--- src/rtl/la_delayctrl.sv ---
// Lock controller for a tapped delay line: linear tap search on a voted phase-detector result.
// Optional LA_DELAYCTRL_TRACK_EN keeps adjusting the tap on unanimous windows after lock.
module la_delayctrl #(
    parameter int unsigned N       = 5,
    parameter int unsigned SETTLE  = 4,
    parameter int unsigned VOTES   = 8,
    parameter int unsigned TAPINIT = 0
) (
    input  logic         clk,
    input  logic         reset,
    input  logic         start,
    input  logic         phase_late,
    output logic [N-1:0] tap,
    output logic         busy,
    output logic         locked,
    output logic         error
);

    localparam int unsigned CntMax = (SETTLE > VOTES) ? SETTLE : VOTES;
    localparam int unsigned CW     = $clog2(CntMax + 1);
    localparam int unsigned LW     = $clog2(VOTES + 1);

    localparam logic [N-1:0]  TapMax    = {N{1'b1}};
    localparam logic [N-1:0]  TapInit   = N'(TAPINIT);
    localparam logic [CW-1:0] SettleCnt = CW'(SETTLE);
    localparam logic [CW-1:0] VoteCnt   = CW'(VOTES);
    localparam logic [CW-1:0] CntLast   = CW'(1);
    localparam logic [LW-1:0] HalfVotes = LW'(VOTES / 2);

    typedef enum logic [2:0] {StIdle, StSettle, StSample, StStep, StLocked} state_e;

    state_e        state_q, state_d;
    logic [N-1:0]  tap_q, tap_d;
    logic          busy_q, busy_d;
    logic          locked_q, locked_d;
    logic          error_q, error_d;
    logic [CW-1:0] cnt_q, cnt_d;
    logic [LW-1:0] late_cnt_q, late_cnt_d;
    logic          dir_valid_q, dir_valid_d;
    logic          dir_up_q, dir_up_d;
    logic          is_late, is_early;

    assign is_late  = late_cnt_q > HalfVotes;
    assign is_early = late_cnt_q < HalfVotes;

    always_comb begin
        state_d     = state_q;
        tap_d       = tap_q;
        busy_d      = busy_q;
        locked_d    = locked_q;
        error_d     = error_q;
        cnt_d       = cnt_q;
        late_cnt_d  = late_cnt_q;
        dir_valid_d = dir_valid_q;
        dir_up_d    = dir_up_q;

        if (start && !busy_q) begin
            state_d     = StSettle;
            tap_d       = TapInit;
            busy_d      = 1'b1;
            locked_d    = 1'b0;
            error_d     = 1'b0;
            cnt_d       = SettleCnt;
            late_cnt_d  = '0;
            dir_valid_d = 1'b0;
            dir_up_d    = 1'b0;
        end else begin
            unique case (state_q)
                StIdle: ;
                StSettle: begin
                    if (cnt_q == CntLast) begin
                        state_d    = StSample;
                        cnt_d      = VoteCnt;
                        late_cnt_d = '0;
                    end else begin
                        cnt_d = cnt_q - CntLast;
                    end
                end
                StSample: begin
                    late_cnt_d = late_cnt_q + LW'(phase_late);
                    if (cnt_q == CntLast) begin
                        state_d = StStep;
                    end else begin
                        cnt_d = cnt_q - CntLast;
                    end
                end
                StStep: begin
`ifdef LA_DELAYCTRL_TRACK_EN
                    // Tracking after lock: move only on unanimous windows, saturate silently.
                    if (locked_q) begin
                        if (late_cnt_q == LW'(VOTES) && tap_q != '0) begin
                            tap_d = tap_q - 1'b1;
                        end else if (late_cnt_q == '0 && tap_q != TapMax) begin
                            tap_d = tap_q + 1'b1;
                        end
                        state_d = StSettle;
                        cnt_d   = SettleCnt;
                    end else
`endif
                    if ((!is_late && !is_early) || (dir_valid_q && (is_early != dir_up_q))) begin
                        // Tie, or the detector flipped relative to the last step.
                        state_d  = StLocked;
                        locked_d = 1'b1;
                        busy_d   = 1'b0;
                    end else if ((is_early && tap_q == TapMax) || (is_late && tap_q == '0)) begin
                        state_d = StIdle;
                        error_d = 1'b1;
                        busy_d  = 1'b0;
                    end else begin
                        tap_d       = is_early ? tap_q + 1'b1 : tap_q - 1'b1;
                        dir_valid_d = 1'b1;
                        dir_up_d    = is_early;
                        state_d     = StSettle;
                        cnt_d       = SettleCnt;
                    end
                end
                StLocked: begin
`ifdef LA_DELAYCTRL_TRACK_EN
                    state_d = StSettle;
                    cnt_d   = SettleCnt;
`endif
                end
                default: state_d = StIdle;
            endcase
        end
    end

    always_ff @(posedge clk or posedge reset) begin
        if (reset) begin
            state_q     <= StIdle;
            tap_q       <= TapInit;
            busy_q      <= 1'b0;
            locked_q    <= 1'b0;
            error_q     <= 1'b0;
            cnt_q       <= '0;
            late_cnt_q  <= '0;
            dir_valid_q <= 1'b0;
            dir_up_q    <= 1'b0;
        end else begin
            state_q     <= state_d;
            tap_q       <= tap_d;
            busy_q      <= busy_d;
            locked_q    <= locked_d;
            error_q     <= error_d;
            cnt_q       <= cnt_d;
            late_cnt_q  <= late_cnt_d;
            dir_valid_q <= dir_valid_d;
            dir_up_q    <= dir_up_d;
        end
    end

    assign tap    = tap_q;
    assign busy   = busy_q;
    assign locked = locked_q;
    assign error  = error_q;

endmodule

--- config.mk ---
export PLATFORM = sky130hd
export DESIGN_NAME = la_delayctrl
export DESIGN_NICKNAME = d
export VERILOG_FILES = /design/src/rtl/la_delayctrl.sv
export SDC_FILE = /design/constraint.sdc
export NUM_CORES = 1
export LEC_CHECK = 0
export CORE_UTILIZATION = 50
export DETAILED_ROUTE_END_ITERATION = 6
export PLACE_DENSITY_LB_ADDON = 0.12
export SLEW_MARGIN = 40
export SYNTH_ARGS = -nofsm -noshare
export SYNTH_HDL_FRONTEND = slang
export SYNTH_SLANG_ARGS = --single-unit
--- constraint.sdc ---
create_clock -name clk -period 5.25 [get_ports clk]
set_input_delay 0.7875 -clock clk [delete_from_list [all_inputs] [get_ports clk]]
set_output_delay 0.7875 -clock clk [all_outputs]
set_load 0.01 [all_outputs]
==> run metrics, run 1 <==
IR drop worst, VDD 324.6 uV; first-pass GRT wire length 4436 um; kind of critical path reg2reg; I/O pins 12; worst reg-to-reg path cell count 8; Ys Warns 0; clk_lat worst skew 0.30 ns; Lkg Pwr 0.7133 nW; Routed WL per cell 14.41 um; Max Fclk 418.8 MHz; commonest cells after routing, fill and taps aside 21 x dfrtp_1, 18 x nor2_1, 11 x clkdlybuf4s50_1; status finished, final reports clean; CP endpoint kind register; flops & latches, synth 21; Psw 294.4 uW; worst-path maximum fanout 7; DP Worst Slack 2.770 ns; hold crit path type reg2reg; die area 2837 sq um; post-DP HPWL 1998 um; post-DR vias/cell 5.778; Mean Syn Cell Area 9.452 sq um; Comb pwr share 47.0%; Reg clk slew, reported paths 0.12 ns; area post-placement 1441 sq um; PD cells 490.8 nW/um^2; Top FF cell, synth dfrtp_1; post-route ant nets 0; cell internal pwr 426.5 uW; WP buf/inv 1; Cell variety after synth 38; total track usage 21.35%; Clock Skew 0.001736 ns; startpoint types register; drt first pass iters 4; Setup TNS 0 ns; RSZ-0062 raised after global routing false; Post-CTS Setup Bufs 0; Core Box Area 2477 sq um; DRC 0; crit path cell chain nor2_1, inv_1, fa_1, a21o_1, a21oi_1, xnor2_1, or3_1, a21oi_1; initial drt markers 15; CTS Sinks 21; CP arrival 2.63 ns; # diodes 0; Hold Path Origin locked; sequential fraction of the synthesis area 40.00%; CP delay by family, top simple AND/OR/NAND/NOR gates; design area 1469 sq um; Slowest cell on crit path dfrtp_1; Root Driver clkbuf_4; area growth from synthesis to layout 11.81%; Final min period 2.388 ns; largest net degree at the start of global routing 22; Reg-to-Reg End tap[4]; Final setup viols 0; FP Rows 18; cts hold-fix bufs 0; gp weighted congestion 0.8500; vias in the first global route 1044; Hold EP locked; max-slew violations 0; CTS resizes 0; grt ovf 0; share of layout cells above drive strength 1 7.333%; Die H 53.26 um; FFs w/ async S/R, synth 100.0%; CTS tree done; period utilization 45.48%; fin util 59.29%; Hold Fails Final Rpt 0; Worst Max-Slew Pin Slew 0.5903 ns; Initial Utilization 53.03%; Seq pwr share 41.9%; Clock Power Share 11.0%; Die X 53.26 um; WHS Path Cells 2; htree depth 1; Sw Share 40.83%; cells after synthesis 139; r2r startpoint late_cnt_q[3]; initial antenna violation count 0; maximum clock insertion buffer count 2; number of synthesized flops with an enable pin 0; crit-path max cell delay 0.49 ns; port buffer count 11; Data required, critical path 5.49 ns; WHS 0.5407 ns; via count 1040; Mapped Nets 151; Rel. slew slack 60.47%; Final Net Count 163; max-cap violations 0; total detailed-routing wirelength 2594 um; fin worst setup slack 2.862 ns; R2R Setup Slk 2.86 ns; most common cell after layout, fill and taps aside dfrtp_1; synthesized area 1314 sq um; Crit path top cell by count a21oi_1; TritonCTS Buffers 3
[per-stage QoR]
stage	cells	total power, mW
finish	180	0.7209
global route	180	0.7839
CTS	180	0.7281
detailed placement	176	0.6467
global placement	176	0.6363
floorplan	139	0.5352
[layout make-up]
cell class	instances	area [sq um]
clock inverter	1	5.005
inverter	7	26.28
multi-input combinational	107	742.0
fill	228	1008
tap	30	37.54
sequential	21	525.5
timing repair buffer	11	110.1
clock buffer	3	22.52
[power groups by stage]
stage                     Clock, mW  Combinational (mW)  Sequential (mW)
after floorplan                   0               0.243            0.292
after global placement            0               0.335            0.301
after detailed placement          0               0.341            0.306
after CTS                    0.0824               0.342            0.303
after global routing         0.0893               0.381            0.314
final                        0.0796               0.339            0.302
[worst max-delay path by stage]
stage / from / depth (start not counted) / slack, ns / end
6_report: late_cnt_q[3] / 8 / 2.86 / tap[4]
3_3_place_gp: start / 6 / 2.55 / late_cnt_q[3]
2_1_floorplan: late_cnt_q[2] / 9 / 3.10 / tap[4]
3_5_place_dp: start / 6 / 2.77 / late_cnt_q[3]
5_1_grt: late_cnt_q[3] / 8 / 2.69 / tap[4]
4_1_cts: late_cnt_q[2] / 8 / 2.87 / tap[4]
[metal layers]
| layer | global-route usage [%] | wire length, um |
|---|---|---|
| met1 | 27.68 | 1216 |
| met2 | 37.08 | 1286 |
| met3 | 2.586 | 68 |
| met4 | 5.263 | 22 |
| met5 | 0 | 0 |
[registers in the layout (all words and copies together), names as in the netlist]
name         flops
late_cnt_q       4
dir_valid_q      1
dir_up_q         1
tap              5
locked           1
busy             1
error            1
cnt_q            4
state_q          3
[kinds of logic after synthesis]
kind of cell             after synthesis  synth area share (%)
multiplexers                           4                 3.048
AO/OA/AOI/OAI                         36                 18.95
adder cells (fa/ha/maj)                8                 8.190
flip-flops                            21                 40.00
buffers and inverters                 11                 3.715
XOR/XNOR                               5                 3.334
AND/OR/NAND/NOR                       54                 22.76
[synth_stat cells, types with 3 or more instances]
library cell / instances / area share (%)
dfrtp_1: 21 / 40
nor2_1: 18 / 5.1
a21oi_1: 10 / 3.8
nand2_1: 9 / 2.6
ha_1: 7 / 6.7
inv_1: 7 / 2.0
o21ai_0: 6 / 2.3
mux2i_1: 4 / 3.0
nand2b_1: 4 / 1.9
a21o_1: 3 / 1.7
a31oi_1: 3 / 1.4
and3_1: 3 / 1.4
clkbuf_1: 3 / 0.86
nor2b_1: 3 / 1.4
nor3_1: 3 / 1.1
o211ai_1: 3 / 1.7
xnor2_1: 3 / 2.0
[worst min-delay path, cell delays in order (launching register included)]
cell and delay (ns):
dfrtp_1 0.38, nor2_1 0.06, nor2_1 0.08
No activity file was read; power rests on OpenSTA's default activity.
==> run 2: changes to the inputs <==
- clock period: 5.25 -> 2.3 ns (I/O delays scaled with it)
==> run metrics, run 2 (synthesized netlist as in run 1, its figures left out) <==
hold crit path type in2async; via count 1085; area post-placement 1476 sq um; R2R Setup Slk 0.19 ns; post-route ant nets 0; PnR Total Power 1.659 mW; CP endpoint kind register; Die X 53.26 um; Initial Utilization 53.03%; clk_lat worst skew 0.30 ns; initial drt markers 18; Rel. slew slack 64.00%; Core Box Area 2477 sq um; first-pass GRT wire length 4402 um; Post-CTS Setup Bufs 0; Data required, critical path 2.54 ns; Routed WL per cell 13.74 um; port buffer count 11; max-cap violations 0; largest net degree at the start of global routing 22; worst-path maximum fanout 7; Setup TNS 0 ns; period utilization 91.93%; CTS Sinks 21; commonest cells after routing, fill and taps aside 21 x dfrtp_1, 18 x nor2_1, 11 x clkdlybuf4s50_1; status finished, final reports clean; TritonCTS Buffers 3; FP Rows 18; post-DR vias/cell 5.865; initial antenna violation count 0; total detailed-routing wirelength 2542 um; CTS resizes 0; PD cells 1104 nW/um^2; Lkg Pwr 0.7361 nW; Max Fclk 473.0 MHz; design area 1503 sq um; DRC 0; most common cell after layout, fill and taps aside dfrtp_1; I/O pins 12; # diodes 0; area growth from synthesis to layout 14.38%; kind of critical path reg2reg; max-slew violations 0; max reg flops 5; post-DP HPWL 1878 um; CTS tree done; startpoint types register; drt first pass iters 4; total track usage 21.47%; Setup crit start late_cnt_q[3]; CP arrival 2.35 ns; cts hold-fix bufs 0; grt ovf 0; RSZ-0062 raised after global routing false; worst reg-to-reg path cell count 8; Final Net Count 168; r2r startpoint late_cnt_q[3]; Filler Cells Inserted 225; Worst Max-Slew Pin Slew 0.5325 ns; Root Driver clkbuf_4; IR drop worst, VDD 755.6 uV; share of layout cells above drive strength 1 8.387%; Clock Skew 0.004529 ns; Final setup viols 0; Reg clk slew, reported paths 0.11 ns; maximum clock insertion buffer count 2; htree depth 1; Hold Fails Final Rpt 0; gp weighted congestion 0.8382; Die H 53.26 um; Final min period 2.114 ns; vias in the first global route 992; die area 2837 sq um
-- run 2: final cells by class --
type                            instances  area [sq um]  area share, %
Timing Repair Buffer                   16         147.6          9.825
Multi-Input combinational cell        107         739.5          49.21
Tap cell                               30         37.54          2.498
Inverter                                7         26.28          1.749
Sequential cell                        21         525.5          34.97
Clock buffer                            4         26.28          1.749
-- run 2: final timing paths --
path                                  to
min in group clk                   error
setup / recovery                  tap[4]
max in group asynchronous       dir_up_q
hold reg to reg                    error
setup reg to reg                  tap[4]
hold / removal             late_cnt_q[1]
-- run 2: power breakdown --
part,switching (mW),internal [mW],total [mW]
sequential,0.170,0.507,0.677
clock,0.112,0.0677,0.179
combinational,0.388,0.415,0.802
-- run 2: through the flow --
step,cells,hold slack (ns),utilization (%),setup slack (ns)
floorplan,139,0.3215,-,0.1545
detailed placement,181,0.4993,59.60,0.2291
global placement,181,0.4891,59.60,0.2793
global route,185,0.4151,60.66,0.03872
finish,185,0.3608,60.66,0.1857
CTS,185,0.3645,60.66,0.1871
-- run 2: worst max-delay path, stage by stage (launching register included) --
cell and delay, ns:
dfrtp_1 0.48, nor2_1 0.17, inv_1 0.11, fa_1 0.41
a21o_1 0.17, a21oi_1 0.17, xnor2_1 0.09, or3_1 0.30
a21oi_1 0.14
-- run 2: routing by layer --
metal  routed length [um]  share of wire, %  global-route usage (%)  vias to the layer above
met5                    0                 0                       0                        -
li1                     -                 -                       -                      537
met2                 1116                44                   31.67                       25
met3                  105               4.1                   3.736                        3
met1                 1301                51                   31.58                      520
met4                   19              0.75                   6.579                        0
==> run 3: changes to the inputs <==
- CORE_UTILIZATION: 50 -> 30
- CTS_BUF_LIST: not set -> sky130_fd_sc_hd__clkbuf_4
- clock period: 2.3 -> 1.7 ns (I/O delays scaled with it)
==> run metrics, run 3 (synthesized netlist as in run 1, its figures left out) <==
Hold Fails Final Rpt 0; initial drt markers 28; highest metal used met4; Reg clk slew, reported paths 0.13 ns; clk_lat worst skew 0.30 ns; Routed WL per cell 13.52 um; TritonCTS Buffers 3; Rel. slew slack 74.64%; port buffer count 11; most common cell after layout, fill and taps aside buf_4; Core Box Area 4115 sq um; CP endpoint kind register; Max Fclk 528.9 MHz; IR drop worst, VDD 731.0 uV; r2r startpoint late_cnt_q[2]; routed wl met3 84 um; WL met1 1693 um; Final min period 1.891 ns; Data required, critical path 1.91 ns; fin util 48.01%; PD cells 1401 nW/um^2; initial antenna violation count 0; total track usage 16.16%; worst-path maximum fanout 4; # diodes 0; hold crit path type in2async; gp weighted congestion 0.7516; total detailed-routing wirelength 3326 um; share of layout cells above drive strength 1 37.24%; DP Worst Slack -0.2038 ns; post-DP HPWL 2381 um; failing checks setup timing; first-pass GRT wire length 5582 um; RSZ-0062 raised after global routing true; via count 1215; period utilization 111.2%; vias in the first global route 1201; fin worst setup slack -0.1906 ns; htree depth 1; FP Rows 23; Reg-to-Reg End cnt_q[3]; DRC 0; CTS tree done; CP arrival 2.10 ns; I/O pins 12; Final setup viols 13; drt first pass iters 4; Initial Utilization 31.92%; max reg flops 5; Die H 68.18 um; largest net degree at the start of global routing 22; commonest cells after routing, fill and taps aside 38 x buf_4, 19 x dfrtp_1, 16 x nor2_1; status finished, violations left; post-DR vias/cell 4.939; Lkg Pwr 0.9841 nW; startpoint types register; die area 4648 sq um; Root Driver clkbuf_4; R2R Setup Slk -0.19 ns; Die X 68.18 um; Worst Max-Slew Pin Slew 0.3796 ns; max-cap violations 0; CTS Sinks 21; max-slew violations 0; grt ovf 0; Final Net Count 209; cts hold-fix bufs 0; Clock Skew 0.003788 ns; kind of critical path reg2reg; area growth from synthesis to layout 50.38%; worst reg-to-reg path cell count 7; maximum clock insertion buffer count 2; post-route ant nets 0; Met2 Routed Length 1527 um
-- run 3: worst max-delay path by stage --
stage                              from  slack, ns        to  cells past startpoint
after detailed placement  late_cnt_q[2]      -0.20    tap[4]                      6
after CTS                 late_cnt_q[3]      -0.18    tap[4]                      8
after global placement    late_cnt_q[3]      -0.15    tap[4]                      8
after global routing      late_cnt_q[2]      -0.27  cnt_q[3]                      7
final                     late_cnt_q[2]      -0.19  cnt_q[3]                      7
after floorplan           late_cnt_q[2]      -0.21    tap[4]                      9
-- run 3: what timing repair did --
action	in CTS	in global routing
resized for setup	10	20
setup endpoints to repair	16	22
pin swaps	9	10
buffers inserted	6	3
-- run 3: where the power goes --
group | total (mW) | internal [mW] | switching (mW)
clock | 0.249 | 0.0877 | 0.162
combinational | 1.64 | 0.911 | 0.728
sequential | 0.879 | 0.687 | 0.192
total | 2.77 | 1.69 | 1.08
-- run 3: area by class of cell --
class | instances | area, sq um
Clock buffer | 3 | 22.52
Clock inverter | 1 | 5.005
Fill cell | 413 | 2140
Inverter | 7 | 26.28
Multi-Input combinational cell | 107 | 832.0
Sequential cell | 21 | 528.0
Tap cell | 50 | 62.56
Timing Repair Buffer | 57 | 499.2
-- run 3: worst max-delay path, cell delays in order (launching register included) --
cell and delay [ns]:
dfrtp_2 0.48, buf_4 0.16, o21a_1 0.10, o211ai_1 0.18
buf_4 0.17, nor2_1 0.04, o41a_1 0.45, a32o_1 0.23
-- run 3: metrics by stage --
stage	TNS, ns	area (sq um)	instances	hold WS, ns	power [mW]
floorplan	-0.2620	1325	139	0.2315	1.665
finish	-1.047	1976	246	0.2704	2.767
global route	-2.308	1976	246	0.2913	3.001
detailed placement	-1.459	1765	233	0.4987	2.352
global placement	-1.126	1765	233	0.4931	2.339
CTS	-1.063	1871	243	0.2764	2.673
-- run 3: metal layers --
metal	track usage, %	vias up
li1	-	617
met1	22.53	583
met2	25.86	13
met3	2.667	2
met4	3.906	0
met5	0	-
